$ cat src/rtl/pong_ball_motion.sv
// Frame-rate ball physics for the pong demo. On each rising edge of vertical
// sync the ball centre moves one step. It bounces off the top, bottom and right
// walls and off the paddle. A miss on the left returns the ball to screen centre,
// where it is held for a serve delay before it moves again.
//
// state    | meaning
// ---------+--------------------------------------------------------------
// ST_SERVE | ball held at centre, counting frame ticks up to the serve delay
// ST_MOVE  | ball advances one step per frame tick, with wall and paddle bounces
module pong_ball_motion #(
  parameter int GRAPHICS_WIDTH     = 1280,
  parameter int GRAPHICS_HEIGHT    = 800,
  parameter int BORDER_WIDTH       = 50,
  parameter int BALL_RADIUS        = 10,
  parameter int BALL_SPEED_X       = 4,
  parameter int BALL_SPEED_Y       = 3,
  parameter int PADDLE_WIDTH       = 20,
  parameter int PADDLE_LENGTH      = 200,
  parameter int SERVE_DELAY_FRAMES = 60,
  parameter int POSITION_REG_MAX   = 11
) (
  input  logic                      pixel_clock,
  input  logic                      reset,
  input  logic                      vga_vertical_sync,
  input  logic [POSITION_REG_MAX:0] paddle_x,
  input  logic [POSITION_REG_MAX:0] paddle_y,
  output logic [POSITION_REG_MAX:0] ball_x,
  output logic [POSITION_REG_MAX:0] ball_y,
  output logic                      serving,
  output logic                      miss_pulse
);

  localparam int W     = POSITION_REG_MAX + 1;
  localparam int SW    = W + 1;
  localparam int CNT_W = (SERVE_DELAY_FRAMES > 1) ? $clog2(SERVE_DELAY_FRAMES) : 1;

  localparam logic [W-1:0]     X_CENTRE  = W'(GRAPHICS_WIDTH / 2);
  localparam logic [W-1:0]     Y_CENTRE  = W'(GRAPHICS_HEIGHT / 2);
  localparam logic [SW-1:0]    Y_TOP     = SW'(BORDER_WIDTH + BALL_RADIUS);
  localparam logic [SW-1:0]    Y_BOTTOM  = SW'(GRAPHICS_HEIGHT - BORDER_WIDTH - BALL_RADIUS);
  localparam logic [SW-1:0]    X_RIGHT   = SW'(GRAPHICS_WIDTH - BORDER_WIDTH - BALL_RADIUS);
  localparam logic [SW-1:0]    X_MISS    = SW'(BORDER_WIDTH + BALL_RADIUS + BALL_SPEED_X);
  localparam logic [SW-1:0]    SPD_X     = SW'(BALL_SPEED_X);
  localparam logic [SW-1:0]    SPD_Y     = SW'(BALL_SPEED_Y);
  localparam logic [CNT_W-1:0] CNT_LAST  = CNT_W'(SERVE_DELAY_FRAMES - 1);

  typedef enum logic {ST_SERVE, ST_MOVE} state_t;

  state_t           state, state_nxt;
  logic [CNT_W-1:0] serve_cnt, serve_cnt_nxt;
  logic [W-1:0]     ball_x_nxt, ball_y_nxt;
  logic             dir_right, dir_right_nxt;
  logic             dir_down, dir_down_nxt;
  logic             serving_nxt, miss_nxt;
  logic             last_vsync;
  logic             tick;

  // Widened copies so every bound check is an addition that cannot wrap.
  logic [SW-1:0] bx_w, by_w, px_w, py_w;
  logic [SW-1:0] x_plus, x_minus, y_plus, y_minus;
  logic          paddle_hit;

  assign tick = vga_vertical_sync & ~last_vsync;

  assign bx_w    = {1'b0, ball_x};
  assign by_w    = {1'b0, ball_y};
  assign px_w    = {1'b0, paddle_x};
  assign py_w    = {1'b0, paddle_y};
  assign x_plus  = bx_w + SPD_X;
  assign x_minus = bx_w - SPD_X;
  assign y_plus  = by_w + SPD_Y;
  assign y_minus = by_w - SPD_Y;

  assign paddle_hit = (bx_w < px_w + SW'(PADDLE_WIDTH + BALL_RADIUS + BALL_SPEED_X)) &&
                      (bx_w >= px_w + SW'(BALL_RADIUS)) &&
                      (py_w <= by_w) &&
                      (by_w <= py_w + SW'(PADDLE_LENGTH));

  // State and position registers; reset returns the ball to centre in serve.
  always_ff @(posedge pixel_clock) begin
    if (reset) begin
      state      <= ST_SERVE;
      serve_cnt  <= '0;
      ball_x     <= X_CENTRE;
      ball_y     <= Y_CENTRE;
      dir_right  <= 1'b1;
      dir_down   <= 1'b0;
      serving    <= 1'b1;
      miss_pulse <= 1'b0;
      last_vsync <= 1'b0;
    end else begin
      state      <= state_nxt;
      serve_cnt  <= serve_cnt_nxt;
      ball_x     <= ball_x_nxt;
      ball_y     <= ball_y_nxt;
      dir_right  <= dir_right_nxt;
      dir_down   <= dir_down_nxt;
      serving    <= serving_nxt;
      miss_pulse <= miss_nxt;
      last_vsync <= vga_vertical_sync;
    end
  end

  // Per-tick serve countdown and ball physics; nothing changes between ticks.
  always_comb begin
    state_nxt     = state;
    serve_cnt_nxt = serve_cnt;
    ball_x_nxt    = ball_x;
    ball_y_nxt    = ball_y;
    dir_right_nxt = dir_right;
    dir_down_nxt  = dir_down;
    serving_nxt   = serving;
    miss_nxt      = 1'b0;

    if (tick) begin
      case (state)
        ST_SERVE: begin
          if (serve_cnt == CNT_LAST) begin
            state_nxt     = ST_MOVE;
            serving_nxt   = 1'b0;
            serve_cnt_nxt = '0;
          end else begin
            serve_cnt_nxt = serve_cnt + CNT_W'(1);
          end
        end

        ST_MOVE: begin
          if (dir_down) begin
            if (y_plus > Y_BOTTOM) begin
              ball_y_nxt   = Y_BOTTOM[W-1:0];
              dir_down_nxt = 1'b0;
            end else begin
              ball_y_nxt = y_plus[W-1:0];
            end
          end else begin
            if (by_w < Y_TOP + SPD_Y) begin
              ball_y_nxt   = Y_TOP[W-1:0];
              dir_down_nxt = 1'b1;
            end else begin
              ball_y_nxt = y_minus[W-1:0];
            end
          end

          if (dir_right) begin
            if (x_plus > X_RIGHT) begin
              ball_x_nxt    = X_RIGHT[W-1:0];
              dir_right_nxt = 1'b0;
            end else begin
              ball_x_nxt = x_plus[W-1:0];
            end
          end else if (paddle_hit) begin
            ball_x_nxt    = paddle_x + W'(PADDLE_WIDTH + BALL_RADIUS);
            dir_right_nxt = 1'b1;
          end else if (bx_w < X_MISS) begin
            // The miss discards this tick's y step and flips y relative to
            // the direction held before the tick.
            miss_nxt      = 1'b1;
            state_nxt     = ST_SERVE;
            serving_nxt   = 1'b1;
            serve_cnt_nxt = '0;
            ball_x_nxt    = X_CENTRE;
            ball_y_nxt    = Y_CENTRE;
            dir_right_nxt = 1'b1;
            dir_down_nxt  = ~dir_down;
          end else begin
            ball_x_nxt = x_minus[W-1:0];
          end
        end

        default: state_nxt = ST_SERVE;
      endcase
    end
  end

endmodule

$ cat config.mk
export PLATFORM = sky130hd
export DESIGN_NAME = pong_ball_motion
export DESIGN_NICKNAME = d
export VERILOG_FILES = /design/src/rtl/pong_ball_motion.sv
export SDC_FILE = /design/constraint.sdc
export NUM_CORES = 1
export LEC_CHECK = 0
export ABC_AREA = 1
export CAP_MARGIN = 20
export CORE_MARGIN = 2
export CORE_UTILIZATION = 38
export DETAILED_ROUTE_END_ITERATION = 8
export PLACE_DENSITY = 0.68
export REMOVE_ABC_BUFFERS = 1
export SLEW_MARGIN = 20
export SYNTH_ARGS = -nofsm -noshare
export SYNTH_HDL_FRONTEND = slang
export SYNTH_SLANG_ARGS = --single-unit
$ cat constraint.sdc
create_clock -name pixel_clock -period 4.2 [get_ports pixel_clock]
set_clock_uncertainty 0.05 [all_clocks]
set_input_delay 0.63 -clock pixel_clock [delete_from_list [all_inputs] [get_ports pixel_clock]]
set_output_delay 0.63 -clock pixel_clock [all_outputs]
set_load 0.1 [all_outputs]
* After elaboration in Yosys (flattened, before gate mapping)
Index checks and enable logic that the tools add are counted.
** Word-level totals
- Register bits :: 36
- Output and inout bits :: 26
** Cells by class
- Add/sub/neg operators :: 9
- Magnitude comparators :: 8
- Equal/unequal tests :: 5
- Mux-type cells :: 35
- Bitwise logic cells :: 5
- Reduce and logical (&&, ||, !) cells :: 7
** Operators by type and width (number)
- $mux 12 :: 10
- $mux 6 :: 4
- $mux 1 :: 18
- $add 12x2->13 const B :: 1
- $add 12x3->13 const B :: 1
- $add 12x4->13 const B :: 1
- $add 12x6->13 const B :: 1
- $add 12x8->13 const B :: 1
- $ge 12x13->1 :: 1
- $gt 13x10->1 const B :: 1
- $gt 13x11->1 const B :: 1
- $le 12x13->1 :: 1
- $lt 12x13->1 :: 1
- $add 12x5->12 const B :: 1
- $le 12x12->1 :: 1
- $lt 12x6->1 const B :: 1
- $lt 12x7->1 const B :: 1
- $pmux 6 s2 :: 1
- $sub 12x2->12 const B :: 1
- $sub 12x3->12 const B :: 1
- $add 6x1->6 const B :: 1
- $eq 6x6->1 const B :: 1
- $ne 2x2->1 const B :: 3
- $reduce_and 5->1 :: 1
- 8 further kinds :: 14

* Longest topological paths before layout
Gate-level depths: netlist (run 1).
- Word-level depth :: 8
- Gate-level depth with buffers :: 20

* Worst setup path before layout (run 1)
OpenSTA, ideal clock, no wires.
- Path type :: register -> register
- Start point :: register ball_y[10]
- End point :: register ball_x[7]
- Arrival :: 2.947 ns
- Data required time :: 4.033 ns
- Slack :: 1.085 ns
- Stages on the path, launching flop included :: 17
- Path buffers :: 1
- Cells stage by stage :: dfxtp_1 > clkinv_1 > ha_1 > nand2_1 > inv_1 > nand2_1 > nor2_1 > nand4_1 > nand2_1 > nand2_2 > nor2_8 > nand3_4 > buf_6 > o21ai_1 > o211ai_1 > nand2_1 > nand2_1
** On the way
- Word-level cells in the longest chain between the ends :: 5
- Elaborated cells between the ends (all ways) :: 6
- Classes of those cells :: 2 x order compare; 2 x mux; 2 x reduce/logical
** RTL lines
- start, declared :: line 28 : output logic [POSITION_REG_MAX:0] ball_y,
- start signal, assigned :: line 95 : ball_y <= ball_y_nxt;
- $le 12x12->1 :: line 76 : (py_w <= by_w) &&
- $logic_and 1x1->1 :: line 75 : (bx_w >= px_w + SW'(BALL_RADIUS)) &&
- $logic_and 1x1->1 * :: line 76
- $mux 12 * :: line 151 : end else if (paddle_hit) begin
- $mux 12 * :: line 144 : if (dir_right) begin
- end signal, assigned :: line 94 : ball_x <= ball_x_nxt;
- end, declared :: line 27 : output logic [POSITION_REG_MAX:0] ball_x,
Every way passes the cells marked *; elsewhere a longest branch is shown, timed or not.
A chain may end at the register's enable or synchronous reset.

* Final worst setup path (run 1)
- Start point :: input paddle_x[5]
- End point :: register ball_y[9]
** On the way
- Word-level cells in the longest chain between the ends :: 7
- Elaborated cells between the ends (all ways) :: 9
- Classes of those cells :: 2 x add/sub; 2 x order compare; 2 x mux; 3 x reduce/logical
** RTL lines
- start, declared :: line 25 : input logic [POSITION_REG_MAX:0] paddle_x,
- $add 12x6->13 / $add 12x4->13 (equally long branches) :: line 74, 75
- $lt 12x13->1 / $ge 12x13->1 (equally long branches) :: line 74, 75
- $logic_and 1x1->1 * :: line 74 : assign paddle_hit = (bx_w < px_w + SW'(PADDLE_WIDTH + BALL_RADIUS + BALL_SPEED_X)) &&
- $logic_and 1x1->1 * :: line 75
- $logic_and 1x1->1 * :: line 76
- $mux 12 * :: line 151
- $mux 12 * :: line 144
Marks and branches as above.

==> out/qor.csv, run 1 <==
stage;metric;value;unit
global_routing;grt_pass1_wl;20600;µm
die;die_y;114;µm
yosys;synth-main-ff-cell;dfxtp_1;
yosys;netlist_area;4630;µm²
global_routing;antenna_found_initial;0;
cts;clkTransAtPathRegs;0.06;ns
drt;via_per_inst;5.05;
yosys;syn_avg_cell_area;6.12;µm²
place;io_buffers;52;
cells_and_area;fillers;1250;
drt;wirelength;12300;µm
die;dieArea;13100;µm²
drt;drt_iter0_markers;276;
die;die_w;114;µm
sta;finalHoldViolCount;0;
sta;fin_setup_tns;0;ns
yosys;synth_edf_count;0;
yosys;synth_top_area_share;16.3;%
yosys;synthTopCellsByArea;nand2_1 (16%), dfxtp_1 (16%), ha_1 (15%), xor2_1 (8.3%), inv_1 (7.9%);
place;routabilityCongestion;0.913;
cts;tritoncts;done;
cells_and_area;syn2layout_area_growth;17.0;%
yosys;synthArstFlopShare;0;%
cts;ctsHoldBuffers;0;
cts;root_buffer;clkbuf_16;
cells_and_area;fin_nets;885;
drt;postRouteAntennaNets;0;
global_routing;track_usage;18.8;%
drt;via_count;4804;
worst_setup_path;cp-start-kind;input port;
yosys;yosysWarnings;0;
cts;postCtsResizedCells;0;
run_status;outcome;complete, no violations;
power;vdd_ir_drop_max;0.159;mV
yosys;postSynthCellCount;757;
sta;fin_crit_sh;86.9;%
worst_setup_path;critPathKind;input port to register;
hold_path;min_path_type;register to register;
cells_and_area;regArea;721;µm²
power;cellPowerDensity;211;nW/µm²
cells_and_area;multi_input_area;3430;µm²
die;ios;53;
sta;drv_slew;0;
yosys;synth_seq_area_share;15.6;%
power;leakagePower;0.00263;µW
flow_run;drv_cap;0;
cts;clock_sink_count;36;
yosys;synth_largest_area_cell;nand2_1;
die;rows;40;
cells_and_area;antenna_cells;0;
sta;setup_viol;0;
sta;period_needed;3.65;ns
global_routing;grt_pass1_vias;4302;
sta;slew_headroom;34.6;%
cts;cts_made_buffers;5;
worst_setup_path;end_kind;register;
place;dpl.hpwl;9910;µm
worst_setup_path;worst_ep_required_time;4.36;ns
sta;tightestPinTransition;0.978;ns
drt;dr.pass1.iters;5;
yosys;synth_most_common_cell;nand2_1;
cts;clk_path_buf_depth;2;
global_routing;grt_max_degree;20;
cts;post_cts_buffers;0;
cts;htree_levels;2;
drt;wl_per_cell;13.0;µm
yosys;ys_types;40;
worst_setup_path;crit_fanout;14;
global_routing;grt-ovfl-total;0;
worst_setup_path;arrival;3.81;ns
sta;fmax;0.274;GHz
cts;insertion_delay;0.28;ns
sta;rsz0062_at_grt;false;
die;initial_utilization;38.7;%
drt;drc_errors;0;
cells_and_area;drive_gt1_share;4.98;%
yosys;ys_seq_elements;36;
die;core;12000;µm²
sta;whs;0.426;ns
yosys;synth_common_cells;nand2_1 (201), inv_1 (98), nor2_1 (84);
placed cells by master, fill, tap and decap left out, drive strengths merged, types with 5 or more instances in the layout:
cell	netlist	layout
nand2	209	209
xnor2	5	5
xor2	44	44
inv	102	102
o21ai	33	33
nor3	13	13
a21oi	55	55
nand3b	6	6
nor2	91	91
clkdlybuf4s50	0	52
dfxtp	36	36
nand3	55	55
clkbuf	8	5
nand4	18	18
ha	55	55
area by class of cell:
cell class	count	share of cell area [%]
inverters	103	7.13
clock inverters	3	0.346
multi-input cells	601	63.4
well taps	147	3.39
clock buffers	5	2.31
flip-flops and latches	36	13.3
repair buffers	56	10.2
critical path: stages:
cell	delay, ns
clkdlybuf4s50_1	0.57
inv_1	0.16
nor4_1	0.33
buf_4	0.18
nand2_1	0.06
xor2_1	0.16
ha_1	0.31
and3_1	0.18
nand3_1	0.08
nor2_1	0.21
nor2_4	0.08
nor2_8	0.14
nand3_4	0.19
nand3_2	0.23
nand3_1	0.14
o21ai_1	0.15
kinds of logic after synthesis:
logic type | after synthesis | share of synthesized area, %
AND/OR/NAND/NOR | 398 | 38.5
XOR/XNOR | 49 | 9.26
adder cells (fa/ha/maj) | 55 | 14.9
flip-flops | 36 | 15.6
buffers and inverters | 120 | 10.3
AO/OA/AOI/OAI | 99 | 11.5
registers in the layout (all words and copies together) (netlist names):
register,flops
serving,1
miss_pulse,1
serve_cnt,6
dir_right,1
ball_x,12
state,1
last_vsync,1
ball_y,12
dir_down,1
worst paths after layout:
path / start / end / slack (ns) / depth (start not counted)
hold reg to reg: serving$_SDFFE_PP1P_ / serving$_SDFFE_PP1P_ / 0.43 / 2
setup / recovery: paddle_x[5] / ball_y[9]$_SDFFE_PP0P_ / 0.55 / 16
hold / removal: serving$_SDFFE_PP1P_ / serving$_SDFFE_PP1P_ / 0.43 / 2
setup reg to reg: ball_y[3]$_SDFFE_PP0P_ / ball_y[9]$_SDFFE_PP0P_ / 1.42 / 12
power by group:
group | total (µW) | internal [µW] | switching (µW)
registers | 383 | 356 | 26.6
logic | 401 | 142 | 258
clock network | 362 | 218 | 144
total | 1150 | 717 | 428
per-layer routing:
metal	share of wire (%)	up-vias	global-route usage [%]
li1	-	2544	-
met1	51	2099	27.9
met2	43	148	30.3
met3	4.9	13	1.64
met4	0.97	0	2.52
met5	0	-	0
metrics by stage:
step	worst slack, ns	area, µm²	instances	utilization, %	power (µW)
5_1_grt	0.245	5420	951	45.3	1220
3_5_place_dp	0.234	5280	943	44.1	788
6_report	0.551	5420	951	45.3	1150
4_1_cts	0.532	5420	951	45.3	1150
2_1_floorplan	1.08	4540	740	-	669
3_3_place_gp	0.271	5280	943	44.1	786
No activity file was read; power rests on OpenSTA's default activity.
==> run 2, diff against run 1 <==
--- a/config.mk
+++ b/config.mk
@@ -6,7 +6,6 @@
 export NUM_CORES = 1
 export LEC_CHECK = 0
 export ABC_AREA = 1
-export CAP_MARGIN = 20
 export CORE_MARGIN = 2
 export CORE_UTILIZATION = 38
 export DETAILED_ROUTE_END_ITERATION = 8
==> constraint.sdc (replaced) <==
create_clock -name pixel_clock -period 4.4 [get_ports pixel_clock]
set_clock_uncertainty 0.05 [all_clocks]
set_input_delay 0.66 -clock pixel_clock [delete_from_list [all_inputs] [get_ports pixel_clock]]
set_output_delay 0.66 -clock pixel_clock [all_outputs]
set_load 0.1 [all_outputs]
==> run 2 against run 1 <==
Against the previous run: sequential share of layout area fell by 0.067 points; combinational power shrank 4%; largest power group is now clock; clock power increased by 15%; worst hold slack gained 0.014 ns; non-clock buffer count unchanged; count of clock-buffer cells in the layout is the same; sequential power is 5% lower.
==> out/qor.csv, run 2 (synthesis results as in run 1) <==
stage;metric;value;unit
run_status;outcome;complete, no violations;
drt;drc_errors;0;
sta;rsz0062_at_grt;false;
hold_path;min_path_type;register to register;
cells_and_area;fillers;1256;
global_routing;use_met3;2.44;%
sta;fmax;0.271;GHz
place;dp.cells;943;
power;cellPowerDensity;214;nW/µm²
die;ios;53;
worst_setup_path;crit_fanout;14;
flow_run;drv_cap;0;
sta;fin_setup_tns;0;ns
drt;via_per_inst;5.06;
die;die_y;114;µm
drt;wl_per_cell;12.9;µm
sta;fin_crit_sh;83.7;%
drt;postRouteAntennaNets;0;
global_routing;track_usage;19.0;%
worst_setup_path;r2r-start;ball_y[10]$_SDFFE_PP0P_;
cts;root_buffer;clkbuf_16;
cells_and_area;layout_commonest_cell;nand2_1;
worst_setup_path;r2r_end;ball_y[9]$_SDFFE_PP0P_;
global_routing;use_met1;28.4;%
cells_and_area;syn2layout_area_growth;17.6;%
die;die_w;114;µm
worst_setup_path;arrival;3.86;ns
global_routing;grt_pass1_wl;20700;µm
die;initial_utilization;38.7;%
cells_and_area;fin_nets;885;
worst_setup_path;cp-start-kind;input port;
cts;ctsHoldBuffers;0;
worst_setup_path;end_kind;register;
global_routing;top_usage_layer;met2;
cells_and_area;drive_gt1_share;4.98;%
sta;drv_slew;0;
cts;post_cts_buffers;0;
worst_setup_path;reg2reg_slack;1.66;ns
place;routabilityCongestion;0.906;
place;place_area;5280;µm²
sta;tightestPinTransition;0.977;ns
place;io_buffers;52;
drt;drt_iter0_markers;410;
power;vdd_ir_drop_max;0.125;mV
worst_setup_path;cp-endpoint;ball_y[9]$_SDFFE_PP0P_;
global_routing;antenna_found_initial;0;
global_routing;grt_pass1_vias;4376;
place;dpl.hpwl;9590;µm
global_routing;gr-usage-met2;29.7;%
cts;cts_made_buffers;5;
cts;htree_levels;2;
sta;period_needed;3.68;ns
worst_setup_path;worst_ep_required_time;4.57;ns
cts;clk_path_buf_depth;2;
cells_and_area;final_area;5450;µm²
sta;whs;0.440;ns
cts;tritoncts;done;
global_routing;grt-ovfl-total;0;
drt;dr.pass1.iters;5;
cells_and_area;top_regs;ball_x (12), ball_y (12), serve_cnt (6);
worst_setup_path;r2r_cells;14;
cts;clock_sink_count;36;
cells_and_area;instances_no_fill;951;
die;dieArea;13100;µm²
sta;slew_headroom;34.7;%
global_routing;grt_max_degree;25;
sta;setup_viol;0;
worst_setup_path;critPathKind;input port to register;
power;leakagePower;0.00263;µW
cells_and_area;layout_common_cells;nand2_1 (201), inv_1 (98), nor2_1 (84);
cells_and_area;antenna_cells;0;
worst_setup_path;startpoint;paddle_x[1];
cells_and_area;finish.utilization;45.5;%
cts;postCtsResizedCells;0;
cts;insertion_delay;0.28;ns
die;core;12000;µm²
sta;finalHoldViolCount;0;
drt;via_count;4810;
cts;clkTransAtPathRegs;0.06;ns
die;rows;40;
drt;wirelength;12300;µm
hold_path;hold_depth;2;
## run 2: changes by cell type in the layout (fill, tap and decap cells not counted), sizes merged
cell,change
inv,+1
bufinv,+1
clkinvlp,+1
clkinv,-3
## run 2: critical path: stages
cell,delay [ns]
clkdlybuf4s50_1,0.54
ha_1,0.19
nand2_1,0.08
o21ai_0,0.36
nand2_1,0.15
xor2_1,0.17
ha_1,0.27
nand2_1,0.08
nor2_1,0.05
a211oi_1,0.22
nand2_1,0.14
nand2_2,0.21
nand3_4,0.20
nand3_2,0.25
nand3_1,0.14
o21ai_1,0.14
## run 2: layout make-up
cell class | instances | area [µm²] | area share [%]
clock inverters | 3 | 46.3 | 0.850
well taps | 147 | 184 | 3.38
inverters | 103 | 387 | 7.10
clock buffers | 5 | 125 | 2.30
repair buffers | 56 | 551 | 10.1
flip-flops and latches | 36 | 721 | 13.2
multi-input cells | 601 | 3430 | 63.0
## run 2: how the worst min path moves through the flow
stage	slack [ns]	endpoint	from
3_3_place_gp	0.42	serving$_SDFFE_PP1P_	serving$_SDFFE_PP1P_
6_report	0.44	serve_cnt[1]$_SDFFE_PP0P_	serve_cnt[1]$_SDFFE_PP0P_
3_5_place_dp	0.43	serve_cnt[1]$_SDFFE_PP0P_	serve_cnt[1]$_SDFFE_PP0P_
2_1_floorplan	0.40	serve_cnt[1]$_SDFFE_PP0P_	serve_cnt[1]$_SDFFE_PP0P_
4_1_cts	0.44	serve_cnt[1]$_SDFFE_PP0P_	serve_cnt[1]$_SDFFE_PP0P_
5_1_grt	0.47	serve_cnt[1]$_SDFFE_PP0P_	serve_cnt[1]$_SDFFE_PP0P_
## run 2: stage by stage
step                      setup WS [ns]  total power (µW)
after floorplan                    1.28               639
after global placement            0.480               751
after detailed placement          0.458               751
after CTS                         0.736              1170
after global routing              0.410              1240
final                             0.715              1160
## run 2: power breakdown
group	switching, µW	total, µW	internal (µW)
Clock	147	416	269
Combinational	247	383	136
Sequential	25.4	365	340
Total	419	1160	744
## run 2: layer usage
layer	routed length [µm]	up-vias
met4	111	0
li1	-	2535
met2	5320	122
met3	598	10
met1	6230	2143
met5	0	-
